$ cat src/rtl/pm_loader.sv
// pm_loader: byte-stream writer for the 256x8 program memory.
// Accepts a framed image (START_BYTE, length, data..., checksum) over a valid/ready byte
// interface, writes each data byte to consecutive addresses from 0x00, and holds the CPU
// in reset while a frame is in progress or after a failed load.
// Latency: a data byte accepted at edge k appears as a write strobe in the cycle after edge k.
// Backpressure: i_in_valid/o_in_ready; o_in_ready is low only during the one-cycle RESULT state.
// Ports:
//   i_clk, i_reset        clock (rising edge), asynchronous active-high reset
//   i_in_data/i_in_valid  incoming stream byte and its valid
//   o_in_ready            loader can take a byte this cycle
//   o_pm_wr_addr/_data    program-memory write address/data, valid with o_pm_wren
//   o_pm_wren             one-cycle write strobe
//   o_cpu_hold            hold processor in reset
//   o_load_done           one-cycle pulse: frame received with good checksum
//   o_load_error          sticky bad-checksum/timeout flag, cleared on next START_BYTE
//   o_bytes_loaded        data bytes written in the current/last frame (0..256)
module pm_loader #(
  parameter logic [7:0] START_BYTE     = 8'hA5,
  parameter int         TIMEOUT_CYCLES = 1024,
  parameter int         TO_W           = 11
) (
  input  logic       i_clk,
  input  logic       i_reset,
  input  logic [7:0] i_in_data,
  input  logic       i_in_valid,
  output logic       o_in_ready,
  output logic [7:0] o_pm_wr_addr,
  output logic [7:0] o_pm_wr_data,
  output logic       o_pm_wren,
  output logic       o_cpu_hold,
  output logic       o_load_done,
  output logic       o_load_error,
  output logic [8:0] o_bytes_loaded
);

  localparam logic [2:0] S_IDLE   = 3'd0;
  localparam logic [2:0] S_LEN    = 3'd1;
  localparam logic [2:0] S_DATA   = 3'd2;
  localparam logic [2:0] S_CSUM   = 3'd3;
  localparam logic [2:0] S_RESULT = 3'd4;

  // Counter value at which the next idle cycle is the TIMEOUT_CYCLES-th one.
  localparam logic [TO_W-1:0] TO_LAST = TO_W'(TIMEOUT_CYCLES - 1);

  logic [2:0]      r_state;
  logic [8:0]      r_remaining;
  logic [7:0]      r_index;
  logic [7:0]      r_sum;
  logic [TO_W-1:0] r_to_cnt;
  logic [7:0]      r_wr_addr;
  logic [7:0]      r_wr_data;
  logic            r_wren;
  logic            r_hold;
  logic            r_done;
  logic            r_error;
  logic [8:0]      r_bytes;

  logic w_ready;
  logic w_accept;
  logic w_in_frame;
  logic w_expire;

  assign w_ready    = (r_state != S_RESULT);
  assign w_accept   = i_in_valid && w_ready;
  assign w_in_frame = (r_state == S_LEN) || (r_state == S_DATA) || (r_state == S_CSUM);
  // An accept in the expiry cycle takes priority over the timeout.
  assign w_expire   = w_in_frame && !w_accept && (r_to_cnt == TO_LAST);

  always_ff @(posedge i_clk or posedge i_reset) begin
    if (i_reset) begin
      r_state     <= S_IDLE;
      r_remaining <= 9'd0;
      r_index     <= 8'd0;
      r_sum       <= 8'd0;
      r_to_cnt    <= '0;
      r_wr_addr   <= 8'd0;
      r_wr_data   <= 8'd0;
      r_wren      <= 1'b0;
      r_hold      <= 1'b0;
      r_done      <= 1'b0;
      r_error     <= 1'b0;
      r_bytes     <= 9'd0;
    end else begin
      r_wren <= 1'b0;
      r_done <= 1'b0;

      // Idle-cycle counter only runs inside a frame; any accept reloads it.
      if (!w_in_frame || w_accept || w_expire) begin
        r_to_cnt <= '0;
      end else begin
        r_to_cnt <= r_to_cnt + 1'b1;
      end

      case (r_state)
        S_IDLE: begin
          if (w_accept && (i_in_data == START_BYTE)) begin
            r_state <= S_LEN;
            r_hold  <= 1'b1;
            r_error <= 1'b0;
            r_bytes <= 9'd0;
            r_sum   <= 8'd0;
          end
        end

        S_LEN: begin
          if (w_accept) begin
            // Length 0 encodes a full 256-byte image.
            r_remaining <= (i_in_data == 8'h00) ? 9'd256 : {1'b0, i_in_data};
            r_sum       <= i_in_data;
            r_index     <= 8'd0;
            r_state     <= S_DATA;
          end else if (w_expire) begin
            r_error <= 1'b1;
            r_state <= S_IDLE;
          end
        end

        S_DATA: begin
          if (w_accept) begin
            r_wren      <= 1'b1;
            r_wr_addr   <= r_index;
            r_wr_data   <= i_in_data;
            r_index     <= r_index + 8'd1;
            r_sum       <= r_sum + i_in_data;
            r_bytes     <= r_bytes + 9'd1;
            r_remaining <= r_remaining - 9'd1;
            if (r_remaining == 9'd1) begin
              r_state <= S_CSUM;
            end
          end else if (w_expire) begin
            r_error <= 1'b1;
            r_state <= S_IDLE;
          end
        end

        S_CSUM: begin
          if (w_accept) begin
            r_sum   <= r_sum + i_in_data;
            r_state <= S_RESULT;
          end else if (w_expire) begin
            r_error <= 1'b1;
            r_state <= S_IDLE;
          end
        end

        S_RESULT: begin
          // Length + data + checksum must sum to zero mod 256.
          if (r_sum == 8'h00) begin
            r_done <= 1'b1;
            r_hold <= 1'b0;
          end else begin
            r_error <= 1'b1;
          end
          r_state <= S_IDLE;
        end

        default: r_state <= S_IDLE;
      endcase
    end
  end

  assign o_in_ready     = w_ready;
  assign o_pm_wr_addr   = r_wr_addr;
  assign o_pm_wr_data   = r_wr_data;
  assign o_pm_wren      = r_wren;
  assign o_cpu_hold     = r_hold;
  assign o_load_done    = r_done;
  assign o_load_error   = r_error;
  assign o_bytes_loaded = r_bytes;

endmodule

$ cat config.mk
export PLATFORM = sky130hd
export DESIGN_NAME = pm_loader
export DESIGN_NICKNAME = d
export VERILOG_FILES = /design/src/rtl/pm_loader.sv
export SDC_FILE = /design/constraint.sdc
export NUM_CORES = 1
export LEC_CHECK = 0
export ABC_CLOCK_PERIOD_IN_PS = 2570
export BUFFER_PORTS_ARGS = -buffer_cell sky130_fd_sc_hd__buf_2
export CAP_MARGIN = 5
export CELL_PAD_IN_SITES_DETAIL_PLACEMENT = 0
export CELL_PAD_IN_SITES_GLOBAL_PLACEMENT = 2
export CORE_MARGIN = 10
export CORE_UTILIZATION = 36
export CTS_CLUSTER_SIZE = 16
export DETAILED_ROUTE_END_ITERATION = 10
export PLACE_DENSITY = 0.78
export RECOVER_POWER = 25
export SLEW_MARGIN = 20
export SYNTH_ARGS = -nofsm -noshare
export SYNTH_HDL_FRONTEND = slang
export SYNTH_SLANG_ARGS = --single-unit
$ cat constraint.sdc
create_clock -name i_clk -period 2.57 [get_ports i_clk]
set_clock_uncertainty 0.1 [all_clocks]
set_input_delay 0.3855 -clock i_clk [delete_from_list [all_inputs] [get_ports i_clk]]
set_output_delay 0.3855 -clock i_clk [all_outputs]
set_load 0.005 [all_outputs]
Word level (Yosys, flattened, before mapping)
Index checks and enable logic that the tools add are counted.

operators by class
  order comparisons = 0
  mux-type cells = 34
  bitwise logic cells = 0
  shift operators = 0
  $mul = 0
  $add $sub $neg = 5
  reduce and logical (&&, ||, !) cells = 27
  divide/modulo/power cells = 0
  equal/unequal tests = 17

operators with widths
  operator                                                count
  two-way mux 9 bit                                       5
  two-way mux 8 bit                                       5
  case mux 9 bit (2 select lines)                         2
  case mux 8 bit (3 select lines)                         1
  two-way mux 3 bit                                       6
  logical NOT 8 bit                                       2
  case mux 8 bit (2 select lines)                         1
  inequality test 2 bit (second input constant)           6
  case mux 3 bit (4 select lines)                         1
  adder 11 x 1 -> 11 bit (second input constant)          1
  equality test 11 x 10 -> 1 bit (second input constant)  1
  two-way mux 11 bit                                      1
  two-way mux 1 bit                                       10
  adder 9 x 1 -> 9 bit (second input constant)            1
  equality test 9 x 1 -> 1 bit (second input constant)    1
  AND reduction 3 bit                                     3
  subtractor 9 x 1 -> 9 bit (second input constant)       1
  adder 8 x 1 -> 8 bit (second input constant)            1
  adder 8 bit                                             1
  equality test 8 bit (second input constant)             1
  equality test 3 x 2 -> 1 bit (second input constant)    2
  nonzero test 2 bit                                      3
  nonzero test 3 bit                                      2
  AND reduction 5 bit                                     1
  15 further kinds                                        24

storage, ports and cells
  input port bits = 11
  RAM bits = 0
  memories kept = 0
  bits in registers = 68
  word-level logic and storage cells = 95
  memory bits (read-only) = 0
  bits in latches = 0
  output and inout bits = 30

Depth between registers and ports, before layout
Gate-level depths: netlist (run 1).

  word-level depth = 8
  gate-level depth with buffers = 7
  mapped depth without buffers = 7

Worst setup path before layout (run 1)
Ideal clock, no wire load.

  path kind = input-to-reg
  start point = input i_in_data[1]
  end point = register r_bytes[8] (netlist: o_bytes_loaded[8])
  arrival = 1.722 ns
  data required time = 2.349 ns
  library setup time = 0.121 ns
  path slack = 0.627 ns
  path buffers = 1
  stages on the path = 6
  path through = or4_4 o21ba_1 buf_6 nor4b_2 xnor2_1 nor2_2

on the way
  word-level cells in the longest chain between the ends = 4

ends and longest elaborated chain
  item                             line  text
  start: declaration               24    input logic [7:0] i_in_data,
  equality test 8 bit              96    if (w_accept && (i_in_data == START_BYTE)) begin
  logical AND 1 bit                96
  inequality test 2 bit (no line)  --
  AND reduction 3 bit (no line)    --
  end signal: assignment           125   r_bytes <= r_bytes + 9'd1;
  end: declaration                 56    logic [8:0] r_bytes;

Every way passes these cells.
A chain may end at the register's enable or synchronous reset.

Worst setup path in the final report (run 1)
  start point = register r_sum[0]
  end point = register r_sum[6]

on the way
  word-level cells in the longest chain between the ends = 3

ends and longest elaborated chain
  item                             line      text
  start: declaration               48        logic [7:0] r_sum;
  start signal: assignment         109       r_sum <= i_in_data;
  start signal: assignment         124       r_sum <= r_sum + i_in_data;
  start signal: assignment         138       r_sum <= r_sum + i_in_data;
  adder 8 bit                      124, 138
  two-way mux 8 bit                119, 137
  case mux 8 bit (3 select lines)  94        case (r_state)

Every way passes these cells. The select of a mux whose other input is x is not followed.

==> run summary, run 1 <==
GRT Util Overall = 12.8%
largest family of logic cells by synthesized area = simple AND/OR/NAND/NOR gates
Die ar. = 14300 um^2
syn_nets = 406
Pwr per Cell Area = 1010 nW/um^2
RSZ-0062 raised after global routing = no
share of the synthesized area in the top cell type = 47.8%
CTS sink cnt = 68
Layout Cells excl Fill = 563
CTS tree = yes
post-route setup TNS = 0 ns
vias = 2890
CP max stage cell = fa_1
Hold WS = 0.227 ns
first-pass iteration count of the detailed router = 4
Final min period = 2.06 ns
initial antenna violation count = 0
row cnt = 36
post-layout net count = 449
Post-Syn Area = 3560 um^2
Iter 0 DRT Violations = 156
maximum capacitance violations = 1
crit start category = flop
Primary FF master, synth = dfrtp_1
CTS Buf Count = 9
Die Ht = 119 um
# setup viols final = 0
Simple-Gate Fraction of Synth Area = 25.0%
ratio of cells with drive above 1 in the final layout = 17.7%
Antenna Nets Post-Route = 0
Fmax achieved = 0.485 GHz
Slew @ Worst Pin = 1.73 ns
Skew-Pair Late Insertion Delay = 0.35 ns
register area share after synthesis = 47.8%
largest net degree at the start of global routing = 69
I/O pin count = 41
number of synthesized flops with an enable pin = 0
vias in the first global route = 3041
Max-slew headroom = -15.6%
clk root buf = clkbuf_8
Clock Path Buffers = 2
crit-path cells = ha_1, fa_1, a21oi_1, o21ai_0, a21oi_1, xor2_1, o21ai_0
Worst IR Drop VDD = 0.328 mV
Post-CTS Resized = 0
wire length per cell = 15.6 um
Syn. warnings = 0
CP Class = reg -> reg
LEAKAGE = 1.94 nW
Routed WL = 8810 um
placer congestion estimate = 0.811
GRT Residual Overflow = 0
failing checks = max-capacitance violations, max-slew violations
core area = 9680 um^2
IO buf count = 40
worst-path maximum fanout = 3
CTS clk-pin slew, worst paths = 0.09 ns
drt via density = 5.13
Die Span X = 119 um
post-route cell area = 4100 um^2
result of the run = complete, but fails checks
Synth area leaders = dfrtp_1, nand2_1, ha_1, o21ai_0, xnor2_1
Top delay family on crit path = adder cells
DP Cell Count = 547
Initial Utilization = 36.7%
# Post-CTS Setup Buffers = 0
drc violations = 0
Syn Area/Cell = 9.31 um^2
hold crit path type = in -> reg
Synth Instances = 382
Final HPWL DP = 5970 um
max incr delay on CP = 0.42 ns
Worst Path Buf+Inv = 0
# hold bufs at CTS = 0
Synth Area in Compound Gates = 13.2%
Synth async-reset ratio = 100%
xor and xnor area share after synthesis = 6.16%
mux cell area share after synthesis = 0.281%
ANT cells = 0
#FFs+latches synth = 68
final period utilization = 80.2%
H-tree levels = 3
post-synth top area cell = dfrtp_1
Crit path required time = 2.70 ns
Synth Area in Adders = 4.78%
final hold vios = 0
worst path arrival time = 2.19 ns
Placed Area = 3920 um^2
Core Util, Final = 42.4%
Slew Limit Fails = 69
Worst Setup End Kind = flop
first-pass GRT wire length = 15100 um
area delta synth->final = 15.4%
Netlist cell types = 51
## worst reg2reg max path, cell delays in order (launching register included)
cell,delay [ns]
dfrtp_1,0.41
ha_1,0.22
fa_1,0.42
a21oi_1,0.21
o21ai_0,0.13
a21oi_1,0.18
xor2_1,0.17
o21ai_0,0.10
## where the power goes
group / internal, W / switching [W] / leakage, nW
Sequential: 0.00137 / 0.000305 / 0.890
Clock: 0.000479 / 0.000430 / 0.0999
Combinational: 0.000656 / 0.000924 / 0.949
## flip-flops by register name, indices dropped and copies added, names as in the netlist
| signal | count |
|---|---|
| r_state | 3 |
| o_load_error | 1 |
| r_sum | 8 |
| r_to_cnt | 11 |
| o_pm_wren | 1 |
| r_remaining | 9 |
| o_load_done | 1 |
| o_bytes_loaded | 9 |
| o_pm_wr_addr | 8 |
| r_index | 8 |
| o_cpu_hold | 1 |
| o_pm_wr_data | 8 |
## synthesized netlist by cell type, types with 4 or more instances
cell	instances
nand2_1	77
dfrtp_1	68
nor2_1	29
o21ai_0	28
a21oi_1	18
xnor2_1	13
ha_1	12
xor2_1	12
clkbuf_1	10
nand3_1	10
and3_1	9
inv_1	9
a22oi_1	8
nand2b_1	6
nor2b_1	5
nor3_1	5
nand4_1	4
nor2_2	4
nor4_1	4
o22a_1	4
## final timing paths
check / to / depth (start not counted) / slack [ns] / start
max in group asynchronous: r_remaining[0]$_DFFE_PP0P_ / 3 / 0.81 / i_reset
hold / removal: o_pm_wr_data[0]$_DFFE_PP0P_ / 3 / 0.23 / i_in_data[0]
setup / recovery: r_sum[6]$_DFFE_PP0P_ / 7 / 0.51 / r_sum[0]$_DFFE_PP0P_
setup reg to reg: r_sum[6]$_DFFE_PP0P_ / 7 / 0.51 / r_sum[0]$_DFFE_PP0P_
hold reg to reg: o_pm_wr_data[3]$_DFFE_PP0P_ / 2 / 0.37 / o_pm_wr_data[3]$_DFFE_PP0P_
min in group asynchronous: o_pm_wr_addr[6]$_DFFE_PP0P_ / 3 / 0.54 / i_reset
## layout make-up
type,count,area [um^2]
sequential,68,1700
timing repair buffer,46,243
inverter,9,33.8
clock buffer,11,141
clock inverter,5,60.1
tap,133,166
multi-input combinational,291,1760
fill,976,5580
## cells in the final DEF, fill, tap and decap left out, types with 4 or more instances in the layout
cell type,count
nand2b_1,6
nor2b_1,5
ha_1,12
nor4_1,4
xnor2_1,13
nor2_1,29
nand2_1,77
buf_2,40
nor2_2,4
nor3_1,5
buf_4,5
o21ai_0,28
inv_1,9
dfrtp_1,68
nand4_1,4
clkbuf_8,10
and3_1,9
xor2_1,12
a21oi_1,18
o22a_1,4
a22oi_1,8
nand3_1,10
## logic make-up (layout without fill, tap and decap cells)
kind of cell,after synthesis,after routing
xor+xnor,25,25
mux,1,1
simple gates,175,175
flops,68,68
buf+inv,23,71
compound gates,77,77
fa+ha+maj,13,13
## through the flow
stage | power, W | setup WS [ns]
final | 0.00416 | 0.510
after global routing | 0.00454 | 0.360
after CTS | 0.00421 | 0.527
after detailed placement | 0.00328 | 0.280
after global placement | 0.00326 | 0.321
after floorplan | 0.00277 | 0.373
## layer usage
metal | global-route usage, % | up-vias | part of all wire, %
met5 | 0 | - | 0
met4 | 4.60 | 0 | 1.1
met3 | 3.21 | 8 | 3.9
met2 | 20.7 | 52 | 47
met1 | 16.2 | 1418 | 48
li1 | - | 1412 | -
(Power assumes the default switching activity.)
==> inputs of run 2 (changes only) <==
--- a/config.mk
+++ b/config.mk
@@ -5,16 +5,16 @@
 export SDC_FILE = /design/constraint.sdc
 export NUM_CORES = 1
 export LEC_CHECK = 0
-export ABC_CLOCK_PERIOD_IN_PS = 2570
+export ABC_CLOCK_PERIOD_IN_PS = 1650
 export BUFFER_PORTS_ARGS = -buffer_cell sky130_fd_sc_hd__buf_2
 export CAP_MARGIN = 5
 export CELL_PAD_IN_SITES_DETAIL_PLACEMENT = 0
 export CELL_PAD_IN_SITES_GLOBAL_PLACEMENT = 2
 export CORE_MARGIN = 10
-export CORE_UTILIZATION = 36
+export CORE_UTILIZATION = 33
 export CTS_CLUSTER_SIZE = 16
 export DETAILED_ROUTE_END_ITERATION = 10
-export PLACE_DENSITY = 0.78
+export PLACE_DENSITY = 0.75
 export RECOVER_POWER = 25
 export SLEW_MARGIN = 20
 export SYNTH_ARGS = -nofsm -noshare
==> constraint.sdc (replaced) <==
create_clock -name i_clk -period 1.65 [get_ports i_clk]
set_clock_uncertainty 0.1 [all_clocks]
set_input_delay 0.2475 -clock i_clk [delete_from_list [all_inputs] [get_ports i_clk]]
set_output_delay 0.2475 -clock i_clk [all_outputs]
set_load 0.005 [all_outputs]
==> run 2 against run 1 <==
  * Clock power up 67%
  * Setup slack got worse by 0.70 ns
  * Flip-flop and latch count unchanged
  * Final cell count increased by 17%
  * The run ends with negative setup slack left
  * Combinational power grew to 2.9 times the previous value
  * Cell area up 28%
  * Clock-buffer cell count down 2
  * Routed wire length rose by 13%
  * Critical path depth unchanged
  * Fmax rose by 12%
  * Largest cell class unchanged
  * First-iteration DRC count decreased by 5.1%
  * Worst hold slack worse by 0.087 ns
==> run summary, run 2 (synthesized netlist as in run 1, its figures left out) <==
Routed WL = 9980 um
CTS clk-pin slew, worst paths = 0.08 ns
Crit path required time = 1.77 ns
Slew Limit Fails = 0
ratio of cells with drive above 1 in the final layout = 41.0%
ANT cells = 0
CTS sink cnt = 68
Logic pwr share = 53.1%
Reg2Reg Capture Point = r_sum[6]$_DFFE_PP0P_
hold crit path type = in -> reg
IO buf count = 40
final hold vios = 0
crit-path cells = ha_2, fa_2, a21oi_2, o21ai_1, a21oi_1, xor2_1, o21ai_1
core area = 10400 um^2
origin of the critical flop-to-flop path = r_sum[0]$_DFFE_PP0P_
clk root buf = clkbuf_8
row cnt = 37
worst-path maximum fanout = 2
final worst setup slack = -0.185 ns
I/O pin count = 41
pre-CTS setup slack = -0.431 ns
Layout Cells excl Fill = 656
Core Util, Final = 50.5%
Clock Path Buffers = 2
failing checks = negative setup slack
Internal Pwr Total = 0.00544 W
LEAKAGE = 2.51 nW
commonest non-fill, non-tap cell in the layout = buf_4
net switching power = 0.00322 W
final period utilization = 111%
Slew @ Worst Pin = 0.891 ns
initial antenna violation count = 0
# setup viols final = 9
first-pass GRT wire length = 15700 um
Iter 0 DRT Violations = 148
largest net degree at the start of global routing = 69
GRT Util Overall = 12.7%
max reg flops = 11
GRT Residual Overflow = 0
Critical Path Most Common Cell = o21ai_1
maximum capacitance violations = 0
first-pass iteration count of the detailed router = 4
H-tree levels = 3
drc violations = 0
Worst IR Drop VDD = 0.682 mV
Fmax achieved = 0.545 GHz
worst path arrival time = 1.95 ns
Initial Utilization = 34.2%
Skew-Pair Late Insertion Delay = 0.34 ns
hold endpoint = o_pm_wr_data[6]$_DFFE_PP0P_
post-layout net count = 540
vias in the first global route = 3154
max incr delay on CP = 0.40 ns
Clock Power Share = 17.6%
CP max stage cell = dfrtp_1
R2R Setup Slk = -0.19 ns
Die Span X = 124 um
hold path cells = 4
DP Cell Count = 616
RSZ-0062 raised after global routing = yes
crit start category = flop
placer congestion estimate = 0.771
CP Class = reg -> reg
vias = 3176
Worst R2R Path Depth = 7
CTS tree = yes
Antenna Nets Post-Route = 0
Pwr per Cell Area = 1650 nW/um^2
Worst Setup End Kind = flop
sw frac = 37.2%
Fillers = 974
Die Ht = 124 um
Top reg by flops = r_to_cnt
drt via density = 4.84
wire length per cell = 15.2 um
Final HPWL DP = 6710 um
Hold WS = 0.140 ns
CTS Buf Count = 9
Die ar. = 15300 um^2
post-route setup TNS = -0.599 ns
Register Area = 1700 um^2
Reg power frac = 29.3%
Final min period = 1.84 ns
area occupied by multi-input gates = 2070 um^2
startpoint of the lowest-slack hold path = i_in_data[6]
area delta synth->final = 47.9%
commonest non-fill, non-tap cells in the layout = buf_4, nand2_1, dfrtp_1
result of the run = complete, but fails checks
Max-slew headroom = 40.6%
run 2: power by group through the flow:
stage	Sequential (W)	Clock, W	Combinational, W
2_1_floorplan	0.00250	0	0.00186
3_3_place_gp	0.00251	0	0.00343
3_5_place_dp	0.00252	0	0.00346
4_1_cts	0.00252	0.00156	0.00378
5_1_grt	0.00261	0.00165	0.00508
6_report	0.00254	0.00152	0.00460
run 2: worst max-delay path by stage:
stage	slack [ns]	endpoint	from
6_report	-0.19	r_sum[6]$_DFFE_PP0P_	r_sum[0]$_DFFE_PP0P_
5_1_grt	-0.28	r_sum[6]$_DFFE_PP0P_	r_sum[0]$_DFFE_PP0P_
4_1_cts	-0.23	r_sum[6]$_DFFE_PP0P_	r_sum[0]$_DFFE_PP0P_
3_5_place_dp	-0.43	o_bytes_loaded[3]$_DFFE_PP0P_	i_in_data[1]
3_3_place_gp	-0.39	o_bytes_loaded[3]$_DFFE_PP0P_	i_in_data[1]
2_1_floorplan	-0.15	o_bytes_loaded[8]$_DFFE_PP0P_	i_in_data[1]
run 2: worst max-delay path, delay by kind of cell (launching register included):
family / cells / cell delay, ns
AO/OA/AOI/OAI: 4 / 0.48
XOR/XNOR: 1 / 0.19
adder cells (fa/ha/maj): 2 / 0.55
flip-flops: 1 / 0.40
run 2: timing repair:
item                                    4_1_cts  5_1_grt
gates cloned                                  0        1
gates resized for setup                      29       57
buffers inserted                              4       22
endpoints found under the setup margin       24       38
hold buffers                                  1        0
endpoints found under the hold margin        68        0
pin swaps                                    10       31
run 2: per-stage QoR:
step	cell area, um^2	power [W]
floorplan	3580	0.00436
global placement	4490	0.00594
detailed placement	4490	0.00599
CTS	4860	0.00786
global route	5260	0.00933
finish	5260	0.00866
run 2: layout make-up:
class,count,area share [%]
Timing Repair Buffer,137,20.3
Sequential cell,68,32.4
Tap cell,136,3.23
Inverter,9,0.713
Clock inverter,6,1.69
Multi-Input combinational cell,291,39.4
Clock buffer,9,2.35
run 2: metal layers:
metal  GRT usage [%]  vias to the layer above  wire length, um
met5               0                        -                0
met4            3.06                        0               74
met3            2.81                        4              396
met2            21.0                       44             4850
met1            16.5                     1532             4660
li1                -                     1596                -
==> inputs of run 3 (changes only) <==
--- a/config.mk
+++ b/config.mk
@@ -10,10 +10,11 @@
 export CAP_MARGIN = 5
 export CELL_PAD_IN_SITES_DETAIL_PLACEMENT = 0
 export CELL_PAD_IN_SITES_GLOBAL_PLACEMENT = 2
-export CORE_MARGIN = 10
+export CORE_MARGIN = 4
 export CORE_UTILIZATION = 33
 export CTS_CLUSTER_SIZE = 16
 export DETAILED_ROUTE_END_ITERATION = 10
+export GPL_ROUTABILITY_DRIVEN = 0
 export PLACE_DENSITY = 0.75
 export RECOVER_POWER = 25
 export SLEW_MARGIN = 20
==> run 3 against run 2 <==
  * The run still ends with negative setup slack left
  * Via count is 0.88% lower
  * Clock-buffer cell count increased by 1
  * Core utilization is 1.8 points lower
  * Setup slack improved by 0.029 ns
  * Routed wire length decreased by 6.3%
  * Sequential share of layout area up 1.2 points
  * Cell area down 3.7%
  * Critical path type unchanged
  * Critical endpoint unchanged
==> run summary, run 3 (synthesized netlist as in run 1, its figures left out) <==
row cnt = 37
IO buf count = 40
Top reg by flops = r_to_cnt
Worst IR Drop VDD = 0.558 mV
Core Util, Final = 48.7%
failing checks = negative setup slack
area occupied by multi-input gates = 2090 um^2
Reg2Reg Capture Point = r_sum[6]$_DFFE_PP0P_
Routed WL = 9350 um
Setup crit start = r_sum[0]$_DFFE_PP0P_
R2R Setup Slk = -0.16 ns
CTS clk-pin slew, worst paths = 0.08 ns
max reg flops = 11
startpoint of the lowest-slack hold path = i_in_data[3]
Fillers = 1027
crit path capture = r_sum[6]$_DFFE_PP0P_
Die ar. = 12500 um^2
LEAKAGE = 2.38 nW
vias in the first global route = 3182
maximum capacitance violations = 0
DP Cell Count = 613
ratio of cells with drive above 1 in the final layout = 39.4%
RSZ-0062 raised after global routing = yes
CP Class = reg -> reg
drt via density = 4.91
Worst Setup End Kind = flop
CTS tree = yes
Worst R2R Path Depth = 7
worst-path maximum fanout = 2
I/O pin count = 41
initial antenna violation count = 0
origin of the critical flop-to-flop path = r_sum[0]$_DFFE_PP0P_
Crit path required time = 1.79 ns
Register Area = 1700 um^2
Hold WS = 0.146 ns
Fmax achieved = 0.554 GHz
Initial Utilization = 34.2%
Pwr per Cell Area = 1570 nW/um^2
drc violations = 0
post-layout net count = 524
CTS sink cnt = 68
final period utilization = 109%
Die Span X = 112 um
core area = 10400 um^2
commonest non-fill, non-tap cell in the layout = nand2_1
H-tree levels = 3
hold crit path type = in -> reg
vias = 3148
Clock Path Buffers = 2
wire length per cell = 14.6 um
Placed Area = 4480 um^2
crit start category = flop
Iter 0 DRT Violations = 79
ANT cells = 0
Die Ht = 112 um
final worst setup slack = -0.156 ns
first-pass iteration count of the detailed router = 4
GRT Residual Overflow = 0
Final min period = 1.81 ns
final hold vios = 0
area delta synth->final = 42.5%
Slew @ Worst Pin = 0.889 ns
largest net degree at the start of global routing = 69
first-pass GRT wire length = 15600 um
Tot Pwr = 0.00798 W
Antenna Nets Post-Route = 0
commonest non-fill, non-tap cells in the layout = nand2_1, buf_4, dfrtp_1
Final HPWL DP = 6370 um
CTS Buf Count = 9
Slew Limit Fails = 0
clk root buf = clkbuf_8
Skew-Pair Late Insertion Delay = 0.35 ns
Max-slew headroom = 40.7%
result of the run = complete, but fails checks
Layout Cells excl Fill = 641
worst path arrival time = 1.94 ns
GRT Util Overall = 15.4%
post-route cell area = 5070 um^2
# setup viols final = 4
## run 3: cell count changes in the layout (fill, tap and decap cells not counted), moves of 3 or more
cell      change
ha_4          +3
nand2b_1      +3
buf_6        -11
buf_4         -7
nand2b_4      -4
## run 3: critical path, stage by stage, from the launching register on
cell	delay [ns]
dfrtp_1	0.39
ha_2	0.19
fa_2	0.36
a21oi_2	0.16
o21ai_1	0.08
a21oi_1	0.15
xor2_1	0.19
o21ai_1	0.07
## run 3: routing by layer
metal | vias up | routed length [um] | global-route usage [%]
met5 | - | 0 | 0
met4 | 0 | 175 | 6.33
met3 | 14 | 282 | 2.66
met2 | 39 | 4420 | 24.1
met1 | 1530 | 4470 | 21.0
li1 | 1565 | - | -
## run 3: what timing repair did
action | CTS | global route
endpoints found under the setup margin | 18 | 26
buffers inserted | 5 | 8
hold endpoints to repair | 68 | 0
pin swaps | 12 | 26
hold buffers | 1 | 0
resized for setup | 22 | 54
## run 3: area by class of cell
class / count / share of cell area (%)
Inverter: 9 / 0.740
Timing Repair Buffer: 121 / 17.6
Clock inverter: 6 / 0.790
Multi-Input combinational cell: 291 / 41.1
Clock buffer: 10 / 2.71
Sequential cell: 68 / 33.6
Tap cell: 136 / 3.36
## run 3: how the worst min path moves through the flow
stage,cells after the start,endpoint,slack [ns]
CTS,4,o_pm_wr_data[3]$_DFFE_PP0P_,0.13
global route,4,o_pm_wr_data[3]$_DFFE_PP0P_,0.15
floorplan,2,o_pm_wr_data[0]$_DFFE_PP0P_,0.25
finish,4,o_pm_wr_data[3]$_DFFE_PP0P_,0.15
detailed placement,3,r_to_cnt[3]$_DFF_PP0_,0.29
global placement,3,r_to_cnt[3]$_DFF_PP0_,0.29
## run 3: per-stage QoR
step | worst slack (ns) | TNS (ns)
after global routing | -0.240 | -0.758
final | -0.156 | -0.225
after floorplan | -0.154 | -1.22
after CTS | -0.216 | -0.421
after detailed placement | -0.436 | -6.40
after global placement | -0.393 | -5.84
## run 3: report_power, final
part           internal [W]  switching (W)  total (W)
logic               0.00216        0.00200    0.00416
registers           0.00213       0.000418    0.00255
clock network      0.000583       0.000687    0.00127
total               0.00487        0.00311    0.00798
